[src/rtl/cu_sequencer_if.sv]
// Bundle between fetch, the per-opcode decoders, the datapath and the
// control-unit sequencer.
//
// Handshake: an instruction transfers on a rising clock edge where both
// instr_valid and instr_ready are high. The sequencer only raises
// instr_ready when it can take the word on that same edge. The fetch side
// keeps instr_in steady while instr_valid is high and the word has not been
// taken.
interface cu_sequencer_if #(
    parameter int CW_WIDTH = 33
);
    logic [31:0]         instr_in;
    logic                instr_valid;
    logic                instr_ready;
    logic                stall;
    logic [CW_WIDTH-1:0] cw_in;
    logic [4:0]          status_in;
    logic [31:0]         I;
    logic [1:0]          state;
    logic [4:0]          status;
    logic [CW_WIDTH-1:0] cw_out;
    logic                busy;
    logic                retire;
    logic                step_fault;
    logic                fsm_dbg;    // 1 = EXEC, 0 = IDLE

    modport master (
        output instr_in, instr_valid, stall, cw_in, status_in,
        input  instr_ready, I, state, status, cw_out, busy, retire,
               step_fault, fsm_dbg
    );

    modport slave (
        input  instr_in, instr_valid, stall, cw_in, status_in,
        output instr_ready, I, state, status, cw_out, busy, retire,
               step_fault, fsm_dbg
    );
endinterface

[src/rtl/cu_sequencer.sv]
// Control-unit sequencer. It holds the instruction register, the microstate
// and the status register that feed the decoders. It takes the selected
// decoder's control word and masks the side-effect bits of that word whenever
// no instruction step is live. A step counter aborts runaway instructions.
module cu_sequencer #(
    parameter int         CW_WIDTH     = 33,
    parameter int         MAX_STEPS    = 4,
    parameter logic [4:0] STATUS_RESET = 5'b00000
) (
    input logic           clock,
    input logic           reset_n,
    cu_sequencer_if.slave bus
);
    typedef enum logic {
        IDLE = 1'b0,
        EXEC = 1'b1
    } fsm_t;

    // Side-effect bits of the control word: rf_w[9], ram_w[7], pc_en[6],
    // pc_fs[5:4] and status_ld[2].
    localparam logic [CW_WIDTH-1:0] GATE_MASK = CW_WIDTH'(33'h0_0000_02F4);
    localparam logic [1:0]          LAST_STEP = 2'(MAX_STEPS - 1);

    fsm_t        fsm_q, fsm_d;
    logic [31:0] ir_q, ir_d;
    logic [1:0]  ustate_q, ustate_d;
    logic [4:0]  status_q, status_d;
    logic [1:0]  step_q, step_d;
    logic        fault_q, fault_d;

    logic        ns_done;
    logic        live_step;
    logic        ready;
    logic        accept;
    logic        retire_c;

    assign ns_done   = (bus.cw_in[1:0] == 2'b00);
    assign live_step = (fsm_q == EXEC) && !bus.stall;
    assign ready     = !bus.stall && !fault_q &&
                       ((fsm_q == IDLE) || ((fsm_q == EXEC) && ns_done));
    assign accept    = bus.instr_valid && ready;

    // State register. Reset aborts any live instruction and drops a pending status write.
    always_ff @(posedge clock or negedge reset_n) begin
        if (!reset_n) begin
            fsm_q    <= IDLE;
            ir_q     <= 32'h0;
            ustate_q <= 2'b00;
            status_q <= STATUS_RESET;
            step_q   <= 2'b00;
            fault_q  <= 1'b0;
        end else begin
            fsm_q    <= fsm_d;
            ir_q     <= ir_d;
            ustate_q <= ustate_d;
            status_q <= status_d;
            step_q   <= step_d;
            fault_q  <= fault_d;
        end
    end

    // Next state: execute a step, retire or abort, then let an accept override.
    always_comb begin
        fsm_d    = fsm_q;
        ir_d     = ir_q;
        ustate_d = ustate_q;
        status_d = status_q;
        step_d   = step_q;
        fault_d  = fault_q;
        retire_c = 1'b0;

        if (live_step) begin
            ustate_d = bus.cw_in[1:0];
            if (step_q != 2'b11) begin
                step_d = step_q + 2'd1;
            end
            if (bus.cw_in[2]) begin
                status_d = bus.status_in;
            end
            if (ns_done) begin
                retire_c = 1'b1;
                fsm_d    = IDLE;
            end else if (step_q == LAST_STEP) begin
                // Runaway instruction: abort it and refuse further issue until reset.
                fault_d  = 1'b1;
                fsm_d    = IDLE;
                ustate_d = 2'b00;
            end
        end

        // A new instruction may be taken on the same edge as a retire.
        if (accept) begin
            ir_d     = bus.instr_in;
            ustate_d = 2'b00;
            step_d   = 2'b00;
            fsm_d    = EXEC;
        end
    end

    // Output drive: the control word passes whole only during a live, unstalled step.
    always_comb begin
        if (live_step && !fault_q) begin
            bus.cw_out = bus.cw_in;
        end else begin
            bus.cw_out = bus.cw_in & ~GATE_MASK;
        end
    end

    assign bus.instr_ready = ready;
    assign bus.I           = ir_q;
    assign bus.state       = ustate_q;
    assign bus.status      = status_q;
    assign bus.busy        = (fsm_q == EXEC);
    assign bus.retire      = retire_c;
    assign bus.step_fault  = fault_q;
    assign bus.fsm_dbg     = (fsm_q == EXEC);
endmodule

[src/flat_wrapper.sv]
// flat-port wrapper written by rule: the top's interface ports become plain ports
module cu_sequencer_flat 
#(
    parameter int         CW_WIDTH     = 33,
    parameter int         MAX_STEPS    = 4,
    parameter logic [4:0] STATUS_RESET = 5'b00000
)
  (clock, reset_n, bus_instr_in, bus_instr_valid, bus_stall, bus_cw_in, bus_status_in, bus_instr_ready, bus_I, bus_state, bus_status, bus_cw_out, bus_busy, bus_retire, bus_step_fault, bus_fsm_dbg);
  cu_sequencer_if #(.CW_WIDTH(CW_WIDTH)) bus_i ();
  input logic clock;
  input logic reset_n;
  input wire logic [$bits(bus_i.instr_in)-1:0] bus_instr_in;
  input wire logic [$bits(bus_i.instr_valid)-1:0] bus_instr_valid;
  input wire logic [$bits(bus_i.stall)-1:0] bus_stall;
  input wire logic [$bits(bus_i.cw_in)-1:0] bus_cw_in;
  input wire logic [$bits(bus_i.status_in)-1:0] bus_status_in;
  output wire logic [$bits(bus_i.instr_ready)-1:0] bus_instr_ready;
  output wire logic [$bits(bus_i.I)-1:0] bus_I;
  output wire logic [$bits(bus_i.state)-1:0] bus_state;
  output wire logic [$bits(bus_i.status)-1:0] bus_status;
  output wire logic [$bits(bus_i.cw_out)-1:0] bus_cw_out;
  output wire logic [$bits(bus_i.busy)-1:0] bus_busy;
  output wire logic [$bits(bus_i.retire)-1:0] bus_retire;
  output wire logic [$bits(bus_i.step_fault)-1:0] bus_step_fault;
  output wire logic [$bits(bus_i.fsm_dbg)-1:0] bus_fsm_dbg;
  assign bus_i.instr_in = bus_instr_in;
  assign bus_i.instr_valid = bus_instr_valid;
  assign bus_i.stall = bus_stall;
  assign bus_i.cw_in = bus_cw_in;
  assign bus_i.status_in = bus_status_in;
  assign bus_instr_ready = bus_i.instr_ready;
  assign bus_I = bus_i.I;
  assign bus_state = bus_i.state;
  assign bus_status = bus_i.status;
  assign bus_cw_out = bus_i.cw_out;
  assign bus_busy = bus_i.busy;
  assign bus_retire = bus_i.retire;
  assign bus_step_fault = bus_i.step_fault;
  assign bus_fsm_dbg = bus_i.fsm_dbg;
  cu_sequencer #(.CW_WIDTH(CW_WIDTH), .MAX_STEPS(MAX_STEPS), .STATUS_RESET(STATUS_RESET)) u_core (.clock(clock), .reset_n(reset_n), .bus(bus_i));
endmodule
[config.mk]
export PLATFORM = sky130hd
export DESIGN_NAME = cu_sequencer_flat
export DESIGN_NICKNAME = d
export VERILOG_FILES = /design/src/rtl/cu_sequencer_if.sv /design/src/rtl/cu_sequencer.sv /design/src/flat_wrapper.sv
export SDC_FILE = /design/constraint.sdc
export NUM_CORES = 1
export LEC_CHECK = 0
export ABC_AREA = 1
export CAP_MARGIN = 30
export CORE_MARGIN = 3
export CORE_UTILIZATION = 37
export DETAILED_ROUTE_END_ITERATION = 10
export GPL_ROUTABILITY_DRIVEN = 0
export PLACE_DENSITY = 0.81
export SETUP_SLACK_MARGIN = 0.1
export SYNTH_ARGS = -nofsm -noshare
export SYNTH_HDL_FRONTEND = slang
export SYNTH_SLANG_ARGS = --single-unit
export TNS_END_PERCENT = 30
[constraint.sdc]
create_clock -name clock -period 1.6 [get_ports clock]
set_input_delay 0.24 -clock clock [delete_from_list [all_inputs] [get_ports clock]]
set_output_delay 0.24 -clock clock [all_outputs]
set_load 0.01 [all_outputs]
==> results.cfg <==
[route]
drc = 0
drtAntennaViolNets = 0
routed_via_density = 4.724
vias = 1989
wl_per_cell_um = 14.35
totalWireLength_um = 6041
firstDrtPassIters = 4
first_iter_violations = 63

[timing]
min_period_over_period_pct = 93.72
fin_skew_ns = 0.009445
finalSetupTns_ns = 0
setup_slack_ns = 0.1004
final_max_slew_viol_count = 0
rsz0062_at_grt = true
fmax_mhz = 666.9
hold_violations = 0
tightest_slew_ns = 0.5489
relSlewSlack_pct = 63.41
setup_viol_count_final = 0
min_period_ns = 1.500

[status]
status = completed

[place]
post-place-ws_ns = -0.4090
portBuffers = 100
hpwl_um = 4430
dp_cells = 403

[floorplan]
ioPinCount = 151
fp.dieH_um = 86.35
die_x_um = 86.35
initial_core_util_pct = 39.18
rows = 28
coreArea_um2 = 6096
die-area_um2 = 7455

[finish]
area_growth_pct = 48.77
n_antenna_cell = 0
final_cell_count_no_fill = 421
drive_above_1_share_pct = 29.77
num-fill-cells = 539
fin_util_pct = 58.29
nets = 420

[synth]
synth_async_sr_flop_share_pct = 100.0
synth_edf_count = 0
synthTopCellsByArea = dfrtp_1, nand2_4, buf_4, nand4_1, nand2_2
netlist_instances = 249
ys_seq_area_share_pct = 45.05
avgSynthCellArea_um2 = 9.593
syn_area_um2 = 2389
ys.flop_type = dfrtp_1
synth_top_area_cell = dfrtp_1
synth_cell_types = 21
yosysTopAreaCellShare_pct = 45.05
yosys_warnings = 0
synth_nets = 324
synth_seq_cells = 43

[power_and_ir_drop]
power_w = 0.005634
power.density_nw_per_um2 = 1585
vdd_ir_drop_max_mv = 0.7266
p_leak_nw = 1.761

[clock_network]
cts_tree = yes
clk_pin_slew_ns = 0.09
clockRootBuffer = clkbuf_8
cts.path.max_buffers = 2
clk_latency_ns = 0.29
h-tree-depth = 2
cts.sinks = 43
numCtsBuffers = 5

[global_route]
grt_pass1_vias = 2036
grt_pass1_wl_um = 9535
grt_max_degree = 33
track_usage_pct = 15.79
antenna_found_initial = 0
overflow = 0

[worst_setup_path]
worst_ep_required_time_ns = 1.36
start_kind = register
worst_setup_path_end_kind = output port
crit_arrival_ns = 1.26
path_class = reg -> out
cp_max_fo = 5

[run]
cap_violations = 0

[worst_hold_path]
hp-class = in -> async
==> power breakdown <==
part	total, W	internal, W	switching, W	leakage (nW)
clock	0.000675	0.000305	0.000370	0.0412
sequential	0.00198	0.00159	0.000387	0.531
combinational	0.00298	0.00167	0.00132	1.19
==> cell usage in the layout (no fill, tap or decap), types with 2 or more instances in the layout <==
cell and instances:
nand3_1 12, buf_2 7, nand2_2 27, dfrtp_1 42, nand4_1 32, buf_6 6, nor2_1 6, buf_12 4
buf_4 20, clkdlybuf4s50_1 79, nand2_1 42, clkbuf_8 5, dlygate4sd2_1 6, inv_1 14, dlymetal6s2s_1 6, nand2_4 21
nor2_2 2
==> synthesized netlist by cell type (2+ instances only) <==
cell	number
nand2_4	20
nand4_1	32
nor2_1	8
nand3_1	12
buf_2	6
inv_1	15
clkbuf_1	3
buf_12	2
nand2_2	27
nand2_1	43
buf_4	29
dfrtp_1	43
==> path summary, 6_finish.rpt <==
| path | startpoint | end | slack [ns] | cells past startpoint |
|---|---|---|---|---|
| setup / recovery | u_core.bus.step_fault$_DFFE_PN0P_ | bus_cw_out[5] | 0.10 | 5 |
| hold / removal | reset_n | u_core.bus.I[17]$_DFFE_PN0P_ | 0.45 | 2 |
| setup reg to reg | u_core.bus.step_fault$_DFFE_PN0P_ | u_core.bus.I[31]$_DFFE_PN0P_ | 0.12 | 7 |
| hold reg to reg | u_core.bus.I[6]$_DFFE_PN0P_ | u_core.bus.I[6]$_DFFE_PN0P_ | 0.48 | 2 |
| max in group asynchronous | reset_n | u_core.bus.step_fault$_DFFE_PN0P_ | 0.61 | 3 |
| min in group clock | u_core.bus.I[6]$_DFFE_PN0P_ | u_core.bus.I[6]$_DFFE_PN0P_ | 0.48 | 2 |
==> final cells by class <==
type                    count  area [um2]  area share [%]
multi-input cells         149       949.7           26.73
clock inverters             2       12.51          0.3521
inverters                  15       56.30           1.585
clock buffers               6       72.57           2.042
flip-flops and latches     43        1077           30.32
repair buffers            131        1291           36.34
well taps                  75       93.84           2.641
==> layer usage <==
layer	GRT usage, %	routed length, um
met2	26.91	3014
met4	2.550	40
met3	5.703	522
met5	0	0
met1	19.54	2463
==> flip-flops by register name, summed over array words and instances (netlist names) <==
name and cells:
u_core.bus.state 2, u_core.step_q 2, u_core.bus.status 5, u_core.bus.I 32, u_core.bus.busy 1, u_core.bus.step_fault 1
==> per-stage QoR <==
| step | area (um2) | hold WS [ns] |
|---|---|---|
| final | 3553 | 0.4533 |
| after global routing | 3553 | 0.4800 |
| after CTS | 3470 | 0.4694 |
| after detailed placement | 3362 | 0.2590 |
| after global placement | 3362 | 0.2418 |
| after floorplan | 2389 | -0.05559 |
==> cell families after synthesis <==
logic type      after synthesis  share of synthesized area (%)
compound gates                2                         0.9956
fa+ha+maj                     1                         0.5238
buf+inv                      57                          15.92
flops                        43                          45.05
simple gates                146                          37.51
==> critical path, stage by stage, from the launching register on <==
cell	delay, ns
dfrtp_2	0.41
buf_6	0.13
nor2_8	0.12
nand2_4	0.08
nor2_2	0.10
buf_2	0.13
==> repair_timing <==
action | 4_1_cts | 5_1_grt
endpoints found under the hold margin | 21 | 0
setup buffers | 3 | 5
cloned | 0 | 1
hold buffers | 1 | 0
pin swaps | 1 | 6
setup endpoints to repair | 52 | 64
gates resized for setup | 41 | 15
Power figures use the tool's default switching activity.
